[config.mk]
export PLATFORM = sky130hd
export DESIGN_NAME = mem_arbiter
export DESIGN_NICKNAME = d
export VERILOG_FILES = /design/src/rtl/mem_arbiter.sv
export SDC_FILE = /design/constraint.sdc
export NUM_CORES = 1
export LEC_CHECK = 0
export CAP_MARGIN = 20
export CORE_AREA = 4 4 101 103
export DETAILED_ROUTE_END_ITERATION = 10
export DIE_AREA = 0 0 105 107
export PLACE_DENSITY_LB_ADDON = 0.1
export SYNTH_ARGS = -nofsm -noshare
export SYNTH_HDL_FRONTEND = slang
export SYNTH_SLANG_ARGS = --single-unit
[constraint.sdc]
create_clock -name clk -period 1.95 [get_ports clk]
set_input_delay 0.2925 -clock clk [delete_from_list [all_inputs] [get_ports clk]]
set_output_delay 0.2925 -clock clk [all_outputs]
set_load 0.01 [all_outputs]
[src/rtl/mem_arbiter.sv]
// Single-port memory arbiter for fetch and data requesters. It grants one fixed-latency
// access at a time. Data has priority, but fetch is served after a bounded run of data grants.
module mem_arbiter #(
   parameter int WIDTH           = 32,
   parameter int MEM_LATENCY     = 2,
   parameter int MAX_DATA_STREAK = 4
) (
   input  logic             clk,
   input  logic             rst,
   input  logic             if_req,
   input  logic [WIDTH-1:0] if_addr,
   output logic [WIDTH-1:0] if_rdata,
   output logic             if_valid,
   output logic             if_stall,
   input  logic             d_req,
   input  logic             d_we,
   input  logic [WIDTH-1:0] d_addr,
   input  logic [WIDTH-1:0] d_wdata,
   output logic [WIDTH-1:0] d_rdata,
   output logic             d_valid,
   output logic             d_stall,
   output logic             mem_en,
   output logic             mem_we,
   output logic [WIDTH-1:0] mem_addr,
   output logic [WIDTH-1:0] mem_wdata,
   input  logic [WIDTH-1:0] mem_rdata
);

   typedef enum logic {IDLE, WAIT} state_t;

   localparam logic [2:0] LAT_M1     = 3'(MEM_LATENCY - 1);
   localparam logic [3:0] STREAK_MAX = 4'(MAX_DATA_STREAK);

   state_t     state, state_nxt;
   logic       owner_d, owner_d_nxt;
   logic [2:0] cnt, cnt_nxt;
   logic [3:0] streak, streak_nxt;
   logic       grant, grant_d, resp;
   logic       sel_d, active;

   always_ff @(posedge clk or posedge rst) begin
      if (rst) begin
         state   <= IDLE;
         owner_d <= 1'b1;
         cnt     <= '0;
         streak  <= '0;
      end else begin
         state   <= state_nxt;
         owner_d <= owner_d_nxt;
         cnt     <= cnt_nxt;
         streak  <= streak_nxt;
      end
   end

   always_comb begin
      state_nxt   = state;
      owner_d_nxt = owner_d;
      cnt_nxt     = cnt;
      streak_nxt  = streak;
      grant       = 1'b0;
      grant_d     = 1'b0;
      resp        = 1'b0;
      case (state)
         IDLE: begin
            if (if_req || d_req) begin
               grant       = 1'b1;
               grant_d     = d_req && (!if_req || streak != STREAK_MAX);
               owner_d_nxt = grant_d;
               cnt_nxt     = LAT_M1;
               state_nxt   = WAIT;
               // The streak counts only data grants that made a waiting fetch lose.
               if (grant_d && if_req)
                  streak_nxt = (streak >= STREAK_MAX) ? STREAK_MAX : streak + 4'd1;
               else
                  streak_nxt = '0;
            end
         end
         WAIT: begin
            if (cnt == 3'd0) begin
               resp      = 1'b1;
               state_nxt = IDLE;
            end else begin
               cnt_nxt = cnt - 3'd1;
            end
         end
         default: state_nxt = IDLE;
      endcase
   end

   assign sel_d  = (state == IDLE) ? grant_d : owner_d;
   assign active = grant || (state == WAIT);

   // Everything is forced low while rst is high. An IDLE state with live requests
   // would otherwise grant combinationally during reset.
   always_comb begin
      mem_en    = 1'b0;
      mem_we    = 1'b0;
      mem_addr  = '0;
      mem_wdata = '0;
      if_valid  = 1'b0;
      if_rdata  = '0;
      if_stall  = 1'b0;
      d_valid   = 1'b0;
      d_rdata   = '0;
      d_stall   = 1'b0;
      if (!rst) begin
         mem_en = grant;
         if (active) begin
            mem_we    = sel_d && d_we;
            mem_addr  = sel_d ? d_addr : if_addr;
            mem_wdata = (sel_d && d_we) ? d_wdata : '0;
         end
         if_valid = resp && !owner_d;
         d_valid  = resp && owner_d;
         if (if_valid)           if_rdata = mem_rdata;
         if (d_valid && !d_we)   d_rdata  = mem_rdata;
         if_stall = if_req && !if_valid;
         d_stall  = d_req && !d_valid;
      end
   end

endmodule

==> results.yml <==
synthesis:
  synthSimpleGateAreaFrac: 0.562
  synth_edf_count: 0
  synth-seq-area-share: 0.104
  synth_seq_cells: 9
  synth.avg_cell_area_um2: 7.93
  yosys_most_used_dff: "dfrtp_1"
  synth_top_family_by_area: "simple AND/OR/NAND/NOR gates"
  synth_nets: 411
  synth-compound-area-share: 0.0409
  yosys-top-cells-area: "and2_1 (19%), nor3b_2 (17%), nand3_1 (15%)"
  async_flop_share: 1.00
  yosysTopAreaCellShare: 0.187
  yosysUniqueCellTypes: 36
  synth_top_cell_by_area: "and2_1"
  synth-xor-area-share: 0.00403
  yosysWarnings: 0
  syn_area_mm2: 0.00217
  synthAdderAreaFrac: 0.0230
  synthMuxAreaShare: 0.153
  synth_cells: 274
sta:
  finClkSkew_ns: 0.00123
  min_period_ns: 2.21
  fin_setup_tns_ns: -20.77
  fmax_mhz: 452
  setup_viol: 130
  whs_ns: 0.576
  tightest_slew_ns: 0.241
  drv_slew: 0
  setup_ws_ns: -0.264
  slew-limit-headroom: 0.839
  rsz0062_at_grt: "yes"
  period_share: 1.14
  finalHoldViolCount: 0
route:
  ant_nets: 0
  vias_per_cell: 4.59
  wire_per_inst_um: 19.1
  remaining_drc_errors: 0
  drt-pass1-iter-count: 4
  via_count: 3179
  wl_um: 13200
  drt_iter0_drc: 128
clock_tree:
  clock_sinks: 9
  clockBufferDepth: 2
  ctsHtreeMaxLevel: 1
  root_buffer: "clkbuf_8"
  cts_tree: "yes"
  cts_buffers: 3
  hold_buffers: 0
  clk_latency_ns: 0.23
  clkTransAtPathRegs_ns: 0.04
placement:
  globalplace.congestion: 0.796
  portBuffers: 266
  dp_cells: 651
  place_area_mm2: 0.00507
  hpwl_um: 9240
global_routing:
  grtUsageTotal: 0.213
  grt_max_degree: 43
  grt_pass1_wl_um: 19100
  grt.met3_usage: 0.0452
  grt_most_used_layer: "met2"
  gr-usage-met1: 0.230
  grt_util_met2: 0.429
  grt_pass1_vias: 3184
  antenna_found_initial: 0
  overflow: 0
hold_path:
  hold_depth: 2
  hp-class: "flip-flop to flip-flop"
  hp-start: "streak[3]"
  holdPathEnd: "streak[3]"
finish:
  syn_to_final_growth_pct: 170
  finalInstanceArea_mm2: 0.00587
  drive_gt1_frac: 0.543
  fin_cells: 693
  diodes: 0
  layout.nets: 720
worst_setup_path:
  r2r_slack_ns: 0.44
  r2r_start: "state"
  crit_path_end_kind: "primary output"
  crit_fanout: 7
  rr_worst_depth: 5
  required_ns: 1.66
  critical_path.startpoint_type: "flip-flop"
  regToRegEndpoint: "cnt[2]"
  worst_ep_arrival_time_ns: 1.92
  worstSetupPathType: "flip-flop to primary output"
power_and_ir_drop:
  finalPower_mw: 4.89
  power.leakage_nw: 2.80
  power.switching_mw: 1.97
  pwr-share-clk: 0.044
  powerDensity_mw_per_mm2: 834
  power_switching_share: 0.402
  ir_drop_mv: 0.658
  seqPwrFrac: 0.067
  p_comb_frac: 0.889
  p_int_mw: 2.92
die:
  start_util: 0.236
  num_rows: 35
  die_area_mm2: 0.0112
  design.portCount: 267
  fp.dieW_um: 105
  core_mm2: 0.00920
  fp.dieH_um: 107
job:
  maxCapViolCount: 0
status:
  violations: "negative setup slack"
  outcome: "complete, but fails checks"
-- state kept, by name, summed over array words and instances (netlist names) --
signal and cells:
owner_d 1, streak 4, state 1, cnt 3
-- area by class of cell --
class,instances,area (um^2)
tap,111,139
inverter,9,33.8
fill,782,3330
timing repair buffer,334,3480
sequential,9,228
multi-input combinational,226,1940
clock buffer,4,45.0
-- cell families after synthesis --
family,after synthesis
buffers and inverters,39
xor gates and xnor gates,1
DFF,9
AOI/OAI and AO/OA,10
muxes,33
adders and majority gates,4
and+or+nand+nor,178
-- routing by layer --
| metal | part of all wire | wire [um] | vias to the layer above |
|---|---|---|---|
| met3 | 0.064 | 845 | 10 |
| li1 | - | - | 1579 |
| met5 | 0 | 0 | - |
| met2 | 0.56 | 7430 | 118 |
| met1 | 0.36 | 4810 | 1472 |
| met4 | 0.010 | 137 | 0 |
-- critical path, cell delays in order, from the launching register on --
cell,delay (ns)
dfrtp_1,0.37
inv_1,0.06
ha_2,0.17
nand4b_1,0.16
a22oi_2,0.18
buf_6,0.20
clkbuf_16,0.19
mux2i_1,0.19
buf_2,0.16
-- power by group through the flow --
| stage | registers (mW) | logic [mW] | clock network [mW] |
|---|---|---|---|
| final | 0.329 | 4.35 | 0.214 |
| after global routing | 0.339 | 4.65 | 0.233 |
| after CTS | 0.325 | 3.84 | 0.220 |
| after detailed placement | 0.322 | 3.27 | 0 |
| after global placement | 0.323 | 3.25 | 0 |
| after floorplan | 0.331 | 1.81 | 0 |
-- worst max-delay path by stage --
stage          startpoint            end  slack, ns  depth (start not counted)
3_5_place_dp       if_req  mem_wdata[26]      -0.68                          7
4_1_cts            cnt[1]   if_rdata[18]      -0.27                         11
3_3_place_gp       if_req   mem_wdata[5]      -0.65                          7
5_1_grt         streak[1]   mem_addr[31]      -0.37                          8
6_report        streak[0]    mem_addr[2]      -0.26                          8
2_1_floorplan   streak[0]   mem_addr[10]       0.16                          7
-- cells in the final DEF (no fill, tap or decap), types with 2 or more instances in the layout --
cell / netlist / routed
buf_6: 5 / 80
dlygate4sd2_1: 0 / 5
bufbuf_16: 0 / 2
o2bb2ai_1: 2 / 2
clkbuf_8: 0 / 3
nor3b_2: 29 / 32
nand3_1: 66 / 65
mux2i_1: 32 / 32
dfrtp_1: 8 / 7
inv_1: 8 / 6
buf_16: 0 / 9
and2_4: 0 / 63
buf_12: 2 / 15
nand2_1: 4 / 3
buf_2: 14 / 58
buf_4: 3 / 30
clkbuf_16: 0 / 4
ha_4: 0 / 2
inv_2: 1 / 3
and2_1: 65 / 2
a22o_1: 2 / 2
clkdlybuf4s50_1: 0 / 129
-- synthesized netlist by cell type (2+ instances only) --
cell,n
nor2_1,2
buf_2,14
dfrtp_1,8
and2_1,65
nor3b_2,29
nand3_1,66
buf_6,5
nand2_1,4
mux2i_1,32
buf_12,2
inv_1,8
buf_4,3
o2bb2ai_1,2
clkbuf_1,6
nor3b_1,3
ha_1,4
a22o_1,2
-- stage by stage --
stage,setup slack (ns),util
floorplan,0.160,-
global placement,-0.650,0.551
detailed placement,-0.684,0.551
CTS,-0.268,0.598
global route,-0.371,0.638
finish,-0.264,0.638
-- timing repair --
item,CTS,global route
resized for setup,667,75
setup buffers,17,7
pin swaps,77,16
gates cloned,14,4
setup endpoints to repair,134,132
hold endpoints to repair,0,0
Power figures use the tool's default switching activity.
==> patch 1, RTL diff (config.mk and constraints unchanged) <==
Make the reset (`rst`) synchronous in one clocked block.
--- a/src/rtl/mem_arbiter.sv
+++ b/src/rtl/mem_arbiter.sv
@@ -39,5 +39,5 @@
    logic       sel_d, active;
 
-   always_ff @(posedge clk or posedge rst) begin
+   always_ff @(posedge clk) begin
       if (rst) begin
          state   <= IDLE;
Formal check against the unedited RTL: no difference found for any inputs over 10 cycles, from zero or initial values and one cycle with rst high; that may be too few to reach the edited logic, so the function may still have changed.
==> patch 1 against the unedited design <==
The run still ends with negative setup slack left; non-clock buffer count increased by 11; final cell count increased by 2.2%; critical path depth increased by 1; sequential cell count unchanged; cell area decreased by 2.5%; routed wire length decreased by 5.9%; area after synthesis decreased by 7.9%; worst setup slack improved by 0.053 ns; count of clock-buffer cells in the layout unchanged; first-iteration DRC count decreased by 28%; via count increased by 5.9%; highest routed layer unchanged.
Power is not compared: it rests on default switching activity, and its combinational part moved more than twofold at a synthesized area within 25%.
==> patch 1: results (changes against the unedited design) <==
first_global_vias: 3517  # +10%
hold_end: "cnt[1]"
synth_common_cells: "nand3_1, and2_1, nor3b_1, mux2i_1, clkbuf_1"
violations: "negative setup slack"
final_nets: 735  # +2.1%
outcome: "finished, violations left"
yosys_most_used_dff: "dfxtp_1"
r2r-start: "state"
drt_iter0_drc: 92  # -28%
path_max_fanout: 8  # +1
synth_xor_area_share_pct: 0  # -0.40 points
setup_tns_ns: -15.01  # +5.76 ns
synthAdderAreaFrac_pct: 2.50  # +0.20 points
grt_max_degree: 30  # -30%
cpPeakStageDelay_ns: 0.32  # -0.05 ns
seq_area_frac_synth_pct: 9.01  # -1.4 points
slowest_stage: "dfxtp_2"
setup_ws_ns: -0.211  # +0.0533 ns
dr.pass1.iters: 6  # +2
setup_viol: 126  # -3.1%
syn_nets: 417  # +1.5%
drive_above_1_share_pct: 45.6  # -8.7 points
post_cts_resized: 585  # -12%
async_flop_share_pct: 0  # -100 points
min-delay-start: "cnt[1]"
worstMarginPinSlew_ns: 0.231  # -0.0107 ns
post_cts_buffers: 19  # +2
## patch 1: changes by cell type after synthesis, sizes merged, moves of 4 or more
cell / delta
buf: -4
clkbuf: +6
dfrtp: -8
dfxtp: +9
inv: -4
nor2: +4
## patch 1: per-stage QoR
stage | utilization (%) | instances
detailed placement | 54.5 | 666
CTS | 59.0 | 697
floorplan | - | 280
global route | 62.2 | 708
global placement | 54.5 | 666
finish | 62.2 | 708
## patch 1: how the worst max path moves through the flow
| stage | startpoint | to | cells after the start |
|---|---|---|---|
| finish | cnt[1] | d_rdata[5] | 9 |
| global placement | if_req | mem_addr[30] | 7 |
| floorplan | cnt[0] | d_rdata[10] | 7 |
| CTS | cnt[1] | d_rdata[27] | 9 |
| global route | cnt[1] | d_rdata[5] | 9 |
| detailed placement | d_req | mem_wdata[27] | 8 |
## patch 1: power groups by stage
| stage | sequential [mW] | combinational (mW) | clock (mW) |
|---|---|---|---|
| finish | 0.208 | 1.41 | 0.219 |
| global route | 0.209 | 1.50 | 0.237 |
| CTS | 0.208 | 1.26 | 0.220 |
| detailed placement | 0.208 | 1.16 | 0 |
| global placement | 0.207 | 1.14 | 0 |
| floorplan | 0.207 | 0.470 | 0 |
## patch 1: routing by layer
layer	vias to the layer above	share of wire, %	track usage [%]
li1	1623	-	-
met1	1549	34	20.8
met2	181	53	39.0
met3	14	11	8.49
met4	0	1.9	4.69
met5	-	0	0
## patch 1: final cells by class
cell class              count  area [um2]
inverters                   6        22.5
fillers                   786        3470
well taps                 111         139
repair buffers            345        3420
clock buffers               4        45.0
flip-flops and latches      9         186
multi-input cells         233        1910
## patch 1: worst reg2reg max path, cell delays in order, from the launching register on
cell	delay, ns
dfxtp_2	0.32
buf_6	0.11
or3_4	0.41
buf_12	0.17
buf_16	0.16
and3_1	0.16
==> patch 2, RTL diff (config.mk and constraints unchanged) <==
Made on the original files. Set the parameter `WIDTH` to 24 (it was 32).
--- a/src/rtl/mem_arbiter.sv
+++ b/src/rtl/mem_arbiter.sv
@@ -2,5 +2,5 @@
 // access at a time. Data has priority, but fetch is served after a bounded run of data grants.
 module mem_arbiter #(
-   parameter int WIDTH           = 32,
+   parameter int WIDTH           = 24,
    parameter int MEM_LATENCY     = 2,
    parameter int MAX_DATA_STREAK = 4
Interface: changed (8 resized); port bits go from 267 to 203. No check against the original RTL was run, so the function may have changed too.
==> patch 2 against the unedited design <==
The flow still finishes with violations (negative setup slack); sequential cell count unchanged; worst hold slack got worse by 0.089 ns; synthesized cell count fell by 20%; cell area shrank 20%; routed wire length decreased by 24%; die area stayed put; power decreased by 11%; first-iteration DRC count fell by 33%; worst setup slack got worse by 0.025 ns; register-to-register slack better by 0.12 ns; via count fell by 19%; area after synthesis is 25% lower; global-route usage is 5.0 points lower.
==> patch 2: results (changes against the unedited design) <==
setup_viol: 97  # -25%
dp.cells: 538  # -17%
wl_met3_um: 552  # -35%
synthAdderAreaFrac_pct: 3.07  # +0.76 points
post_cts_resized: 486  # -27%
synthDistinctLibCells: 36  # unchanged
met1_usage_pct: 18.6  # -4.3 points
vias: 2561  # -19%
ctsRootBufferMaster: "clkbuf_8"
async_flop_share_pct: 100  # unchanged
gp_congestion: 0.845  # +6.2%
ys.warnings.count: 0  # unchanged
grt_max_degree: 38  # -12%
route.met2.wl_mm: 5.21  # -30%
globalRouteTotalUtil_pct: 16.3  # -5.0 points
dp_hpwl_mm: 7.12  # -23%
seq_area_frac_synth_pct: 13.9  # +3.5 points
ir_worst_vdd_mv: 0.474  # -28%
avgSynthCellArea_um2: 7.48  # -5.6%
clkLatencyLatePin_ns: 0.23  # about the same
gr-usage-met2_pct: 30.9  # -12 points
whs_path_depth: 1  # -1
synth_xor_area_share_pct: 0.537  # +0.13 points
p_leak_nw: 2.24  # -20%
worstRegToRegCells: 7  # +2
syn_nets: 323  # -21%
setup_ws_ns: -0.289  # -0.0253 ns
muxShareOfSynthArea_pct: 15.4  # +0.16 points
num_antenna_cells: 0  # unchanged
drt_iter0_drc: 86  # -33%
post_cts_buffers: 20  # +3
wire_per_inst_um: 17.4  # -8.8%
clock_skew_ns: 0.000729  # -0.000504 ns
dp_slack_ns: -0.637  # +0.0471 ns
slowest_stage: "dfrtp_1"
outcome: "finished, violations left"
critical_path_arrival_ns: 1.95  # +0.03 ns
antenna_found_initial: 0  # unchanged
synth_common_cells: "and2_1, nand3_1, mux2i_1, nor3b_1"
met3_usage_pct: 3.01  # -1.5 points
cpPeakStageDelay_ns: 0.37  # about the same
yosys_most_used_dff: "dfrtp_1"
synth_compound_area_share_pct: 5.44  # +1.4 points
dr.pass1.iters: 4  # unchanged
drive_above_1_share_pct: 54.2  # -0.10 points
drt_wl_total_mm: 10.0  # -24%
placed_area_mm2: 0.00396  # -22%
setup_tns_ns: -14.79  # +5.98 ns
final_nets: 571  # -21%
maxUsedRoutingLayer: "met4"
clkTransAtPathRegs_ns: 0.04  # about the same
top_regs: "streak x4, cnt x3"
violations: "negative setup slack"
synthTopCellsByArea: "and2_1, nand3_1, mux2i_1"
wl_met1_mm: 4.04  # -16%
port-buffer-count: 202  # -24%
grt_pass1_wl_mm: 14.7  # -23%
slew_headroom_pct: 81.3  # -2.6 points
cts_made_buffers: 3  # unchanged
path_max_fanout: 7  # unchanged
patch 2: cell count changes in the layout (fill, tap and decap cells not counted), sizes merged, moves of 8 or more:
cell           before  now
mux2i              32   24
buf               193  161
clkdlybuf4s50     129   99
and2               65   49
nand3              66   50
nor3b              32   24
patch 2: report_power, final:
group / internal, mW / switching [mW]
Clock: 0.142 / 0.0741
Sequential: 0.273 / 0.0622
Combinational: 2.26 / 1.57
Total: 2.67 / 1.70
patch 2: final timing paths:
| check | to | from | slack (ns) |
|---|---|---|---|
| max | mem_addr[0] | streak[1] | -0.29 |
| min | cnt[2] | cnt[2] | 0.49 |
| max reg2reg | cnt[0] | cnt[1] | 0.56 |
| min reg2reg | cnt[2] | cnt[2] | 0.49 |
| max in group asynchronous | owner_d | rst | 1.06 |
| min in group asynchronous | cnt[2] | rst | 0.50 |
patch 2: area by class of cell:
class,instances,area [um2]
inverter,9,35.0
sequential,9,226
timing repair buffer,265,2690
fill,882,4510
tap,111,139
clock buffer,4,45.0
multi-input combinational,178,1560
